==> src/rtl/bit_serial_adder_ctrl.sv <==
// ---------------------------------------------------------------------------
// bit_serial_adder_ctrl
//
// Purpose:
//   Integer add/subtract unit for the Tomasulo execution stage, built around
//   a single shared 1-bit full adder. It performs a WIDTH-bit operation
//   LSB first, one bit per clock. It accepts one operation at a time from
//   the reservation station and holds the tagged result until the CDB
//   arbiter grants it.
//
// Ports:
//   clk        in   1      clock, all state on rising edge
//   rst_n      in   1      asynchronous active-low reset
//   flush      in   1      synchronous squash of any in-flight/held op
//   in_valid   in   1      operation offered
//   in_ready   out  1      unit can accept (IDLE only)
//   in_a       in   WIDTH  operand A
//   in_b       in   WIDTH  operand B
//   in_sub     in   1      0: A+B, 1: A-B (A + ~B + 1)
//   in_tag     in   TAG_W  destination tag
//   out_valid  out  1      result held for CDB
//   out_ready  in   1      CDB grant; result consumed on out_valid&out_ready
//   out_sum    out  WIDTH  result
//   out_cout   out  1      carry out of MSB (sub: 1 = no borrow)
//   out_ovf    out  1      signed overflow
//   out_tag    out  TAG_W  tag of result
//   busy       out  1      state != IDLE
// ---------------------------------------------------------------------------
module bit_serial_adder_ctrl #(
    parameter int WIDTH = 32,
    parameter int TAG_W = 6
) (
    input  logic             clk,
    input  logic             rst_n,
    input  logic             flush,
    input  logic             in_valid,
    output logic             in_ready,
    input  logic [WIDTH-1:0] in_a,
    input  logic [WIDTH-1:0] in_b,
    input  logic             in_sub,
    input  logic [TAG_W-1:0] in_tag,
    output logic             out_valid,
    input  logic             out_ready,
    output logic [WIDTH-1:0] out_sum,
    output logic             out_cout,
    output logic             out_ovf,
    output logic [TAG_W-1:0] out_tag,
    output logic             busy
);

    localparam int              CNT_W    = $clog2(WIDTH);
    localparam logic [CNT_W-1:0] CNT_LAST = CNT_W'(WIDTH - 1);

    typedef enum logic [1:0] {
        ST_IDLE,
        ST_RUN,
        ST_DONE
    } state_t;

    state_t r_state;
    state_t w_next;

    // Operand / sequencing registers
    logic [WIDTH-1:0] r_a;
    logic [WIDTH-1:0] r_b;        // already conditionally inverted for subtract
    logic [TAG_W-1:0] r_tag;
    logic             r_carry;
    logic [CNT_W-1:0] r_cnt;
    logic [WIDTH-1:0] r_shift;

    // Result registers: separate from the shift register so the presented
    // result never moves while a later op is being computed.
    logic [WIDTH-1:0] r_sum;
    logic             r_cout;
    logic             r_ovf;
    logic [TAG_W-1:0] r_out_tag;

    // FSM control strobes
    logic w_accept;
    logic w_step;
    logic w_last;

    // Shared full adder
    logic w_fa_a;
    logic w_fa_b;
    logic w_fa_s;
    logic w_fa_co;

    // ------------------------------------------------------------------
    // State register
    // ------------------------------------------------------------------
    always_ff @(posedge clk or negedge rst_n) begin
        if (!rst_n) begin
            r_state <= ST_IDLE;
        end else begin
            r_state <= w_next;
        end
    end

    // ------------------------------------------------------------------
    // Next-state and control outputs. flush overrides everything, so no
    // accept/step strobe can fire in a flush cycle.
    // ------------------------------------------------------------------
    always_comb begin
        w_next    = r_state;
        w_accept  = 1'b0;
        w_step    = 1'b0;
        w_last    = 1'b0;
        in_ready  = 1'b0;
        out_valid = 1'b0;
        busy      = 1'b1;

        case (r_state)
            ST_IDLE: begin
                in_ready = 1'b1;
                busy     = 1'b0;
            end
            ST_DONE: begin
                out_valid = 1'b1;
            end
            default: ;
        endcase

        if (flush) begin
            w_next = ST_IDLE;
        end else begin
            case (r_state)
                ST_IDLE: begin
                    if (in_valid) begin
                        w_accept = 1'b1;
                        w_next   = ST_RUN;
                    end
                end
                ST_RUN: begin
                    w_step = 1'b1;
                    if (r_cnt == CNT_LAST) begin
                        w_last = 1'b1;
                        w_next = ST_DONE;
                    end
                end
                ST_DONE: begin
                    if (out_ready) begin
                        w_next = ST_IDLE;
                    end
                end
                default: begin
                    w_next = ST_IDLE;
                end
            endcase
        end
    end

    // ------------------------------------------------------------------
    // The one and only adder on the data path
    // ------------------------------------------------------------------
    always_comb begin
        w_fa_a  = r_a[r_cnt];
        w_fa_b  = r_b[r_cnt];
        w_fa_s  = w_fa_a ^ w_fa_b ^ r_carry;
        w_fa_co = (w_fa_a & w_fa_b) | (w_fa_a & r_carry) | (w_fa_b & r_carry);
    end

    // ------------------------------------------------------------------
    // Datapath registers
    // ------------------------------------------------------------------
    always_ff @(posedge clk or negedge rst_n) begin
        if (!rst_n) begin
            r_a       <= '0;
            r_b       <= '0;
            r_tag     <= '0;
            r_carry   <= 1'b0;
            r_cnt     <= '0;
            r_shift   <= '0;
            r_sum     <= '0;
            r_cout    <= 1'b0;
            r_ovf     <= 1'b0;
            r_out_tag <= '0;
        end else if (w_accept) begin
            r_a     <= in_a;
            r_b     <= in_b ^ {WIDTH{in_sub}};
            r_tag   <= in_tag;
            r_carry <= in_sub;
            r_cnt   <= '0;
        end else if (w_step) begin
            // Sum bits enter at the MSB; after WIDTH steps bit 0 holds the LSB.
            r_shift <= {w_fa_s, r_shift[WIDTH-1:1]};
            r_carry <= w_fa_co;
            if (w_last) begin
                r_sum     <= {w_fa_s, r_shift[WIDTH-1:1]};
                r_cout    <= w_fa_co;
                // r_carry is the carry into the MSB at this point.
                r_ovf     <= r_carry ^ w_fa_co;
                r_out_tag <= r_tag;
            end else begin
                r_cnt <= r_cnt + CNT_W'(1);
            end
        end
    end

    assign out_sum  = r_sum;
    assign out_cout = r_cout;
    assign out_ovf  = r_ovf;
    assign out_tag  = r_out_tag;

endmodule

==> config.mk <==
export PLATFORM = sky130hd
export DESIGN_NAME = bit_serial_adder_ctrl
export DESIGN_NICKNAME = d
export VERILOG_FILES = /design/src/rtl/bit_serial_adder_ctrl.sv
export SDC_FILE = /design/constraint.sdc
export NUM_CORES = 1
export LEC_CHECK = 0
export ABC_AREA = 1
export ABC_CLOCK_PERIOD_IN_PS = 2250
export CORE_UTILIZATION = 49
export CTS_CLUSTER_SIZE = 10
export DETAILED_ROUTE_END_ITERATION = 8
export GPL_ROUTABILITY_DRIVEN = 0
export PLACE_DENSITY = 0.79
export SETUP_SLACK_MARGIN = 0.5
export SYNTH_ARGS = -nofsm -noshare
export SYNTH_HDL_FRONTEND = slang
export SYNTH_SLANG_ARGS = --single-unit
export TNS_END_PERCENT = 20
==> constraint.sdc <==
create_clock -name clk -period 2.25 [get_ports clk]
set_input_delay 0.45 -clock clk [delete_from_list [all_inputs] [get_ports clk]]
set_output_delay 0.45 -clock clk [all_outputs]
set_load 0.02 [all_outputs]
==> results.md <==
- Crit path time final: 2060 ps
- Total CTS buffers: 17
- Number of remaining DRC errors: 0
- # nets final: 983
- Post-Layout Cell Count: 1093
- Seq pwr share: 41.2%
- Synthesis-to-layout area growth: 31.2%
- Net load switching power: 2.22 mW
- Worst vdd ir: 0.000513 V
- Adder-cell share of the synthesized area: 0.658%
- Post-route ant nets: 0
- Initial core utilization: 50.9%
- Share of layout cells above drive strength 1: 12.0%
- Final Hold Fails: 0
- Register area share after synthesis: 54.5%
- Final Max Tran Viols: 0
- CP endpoint kind: flop
- HP Class: flop to flop
- Grt total ovfl: 0
- Reg2Reg Capture Point: out_cout
- Pint: 5.70 mW
- Largest net degree at the start of global routing: 83
- Yosys warnings: 0
- Combinational Power Share: 21.2%
- Syn Inst Count: 781
- Post-Synth XOR/XNOR Area: 4.22%
- Finished Core Util: 66.8%
- Clk pwr share: 37.6%
- Compound-cell area share of the yosys netlist: 11.6%
- CTS tree: built
- Initial antenna violation count: 0
- Mapped Area: 0.00684 mm²
- Dpl hpwl: 9450 µm
- FP Rows: 42
- Reg-to-Reg Start: r_cnt[0]
- Gr usage total: 22.3%
- Placed Cells: 1048
- Clock Sinks: 149
- Status: completed
- CTS max path bufs: 2
- Die W: 120 µm
- R2R depth: 12
- Routed vias/inst: 4.92
- Synthesized area per cell: 8.76 µm²
- Static leakage: 4.16 nW
- Worst EP required: 2600 ps
- Simple-Gate Fraction of Synth Area: 18.9%
- WS Path Type: flop to flop
- Root Buffer: clkbuf_16
- Top Ports: 119
- Average wire per standard cell: 13.6 µm
- Die Ht: 120 µm
- Vias: 5375
- Worst Tran Pin Value: 502 ps
- Pwr per Cell Area: 882 mW/mm²
- Final cycle utilization of the critical path: 91.7%
- Core area: 0.0135 mm²
- Crit path launch type: flop
- Max-cap violation count: 0
- Mux cell area share after synthesis: 0%
- CP arrival: 2410 ps
- Max Freq: 484 MHz
- Vias in the first global route: 5215
- Worst Setup SP: r_cnt[0]
- Setup_tns: 0 ps
- Headroom to the max-slew limit: 66.5%
- Main combinational cell family by area after synthesis: simple AND/OR/NAND/NOR gates
- Syn Nets: 860
- Skew final: 4.87 ps
- #FFs+latches synth: 149
- Clock transition at path regs: 60 ps
- Worst skew pair latency: 430 ps
- First-pass iteration count of the detailed router: 5
- R2R setup slack: 190 ps
- Critical path endpoint: out_cout
- Die ar.: 0.0144 mm²
- RSZ-0062 raised after global routing: true
- Finish-stage setup viols: 0
- First-pass GRT wire length: 25000 µm
- Count of cell types in the netlist: 28
- Hold path depth: 2
- DRT iter0 DRCs: 342
- Sw Share: 28.1%
- Worst-path fanout max: 12
- Final wirelength: 14900 µm
- # port buffers: 118
- CTS H-tree depth: 4
- # diodes: 0
area by class of cell:
| class | count | area [µm²] |
|---|---|---|
| inverter | 89 | 354 |
| sequential | 149 | 3730 |
| tap | 176 | 220 |
| clock buffer | 24 | 472 |
| multi-input combinational | 499 | 2470 |
| clock inverter | 8 | 148 |
| timing repair buffer | 147 | 1570 |
| timing repair inverter | 1 | 8.76 |
| fill | 1129 | 4470 |
layer usage:
metal / vias to the layer above / wire length (µm) / global-route usage [%]
met5: - / 0 / 0
met4: 0 / 275 / 8.28
met3: 20 / 639 / 4.86
met2: 151 / 7310 / 36.6
met1: 2524 / 6650 / 28.9
li1: 2680 / - / -
synthesized netlist by cell type (all sizes together):
cell type | number | area (µm²)
nand2 | 249 | 937
dfrtp | 149 | 3730
o21ai | 132 | 743
inv | 89 | 339
buf | 41 | 338
nand3 | 41 | 210
xnor2 | 32 | 280
nor2 | 31 | 134
a21oi | 4 | 20.0
clkbuf | 3 | 18.8
ha | 2 | 25.0
nor3 | 2 | 10.0
o211ai | 2 | 15.0
a211oi | 1 | 7.51
fa | 1 | 20.0
o41ai | 1 | 8.76
xor2 | 1 | 8.76
what timing repair did:
action	CTS	global route
cloned	1	3
setup endpoints to repair	86	90
hold buffers	1	0
pin swaps	3	9
buffers inserted	3	5
gates resized for setup	22	28
hold endpoints to repair	42	0
logic make-up after synthesis:
group / after synthesis
DFF: 149
AOI/OAI and AO/OA: 140
adders and majority gates: 3
buffers and inverters: 133
xor gates and xnor gates: 33
and+or+nand+nor: 323
worst max-delay path: stages (launching register included):
cell and delay, ps:
dfrtp_4 570, buf_4 180, inv_6 100, nand2_1 60
nand3_1 70, nand3_1 80, nand2_1 70, nor2_1 40
nand2_1 60, nand2_2 70, fa_2 380, buf_4 160
o21ai_2 140
worst min path at each step:
| stage | endpoint | start |
|---|---|---|
| after floorplan | out_cout | rst_n |
| after CTS | r_a[0] | r_a[0] |
| final | r_a[14] | r_a[14] |
| after global routing | out_sum[0] | r_shift[1] |
| after detailed placement | out_sum[5] | rst_n |
| after global placement | out_sum[6] | rst_n |
registers in the layout, indices dropped and copies added, names as in the netlist:
register,cells
out_sum,32
r_a,32
r_b,32
r_shift,31
out_tag,6
r_tag,6
r_cnt,5
r_state,2
out_cout,1
out_ovf,1
r_carry,1
stage by stage:
stage | area [µm²] | power [mW] | worst slack, ps | hold slack, ps
finish | 8980 | 7.92 | 186 | 480
global route | 8980 | 8.34 | 137 | 497
CTS | 8800 | 7.80 | 264 | 482
detailed placement | 8100 | 4.78 | 104 | 417
global placement | 8100 | 4.74 | 216 | 412
floorplan | 6870 | 4.35 | 488 | 154
power groups by stage:
| stage | logic, mW | clock network [mW] | registers [mW] |
|---|---|---|---|
| after floorplan | 1.13 | 0 | 3.22 |
| after global placement | 1.48 | 0 | 3.26 |
| after detailed placement | 1.50 | 0 | 3.27 |
| after CTS | 1.54 | 3.02 | 3.24 |
| after global routing | 1.90 | 3.13 | 3.30 |
| final | 1.68 | 2.98 | 3.26 |
placed cells by master, fill, tap and decap left out, types with 3 or more instances in the layout:
cell type	n
a21oi_1	3
buf_12	9
buf_2	3
buf_4	14
bufinv_16	4
clkbuf_1	5
clkbuf_16	19
clkdlybuf4s50_1	108
dfrtp_1	147
dlymetal6s2s_1	5
inv_1	82
inv_2	4
nand2_1	246
nand2_2	3
nand3_1	40
nor2_1	25
nor2_2	4
o21ai_0	34
o21ai_1	74
o21ai_2	24
xnor2_1	32
Note: power is estimated with default switching activity, not from simulation.
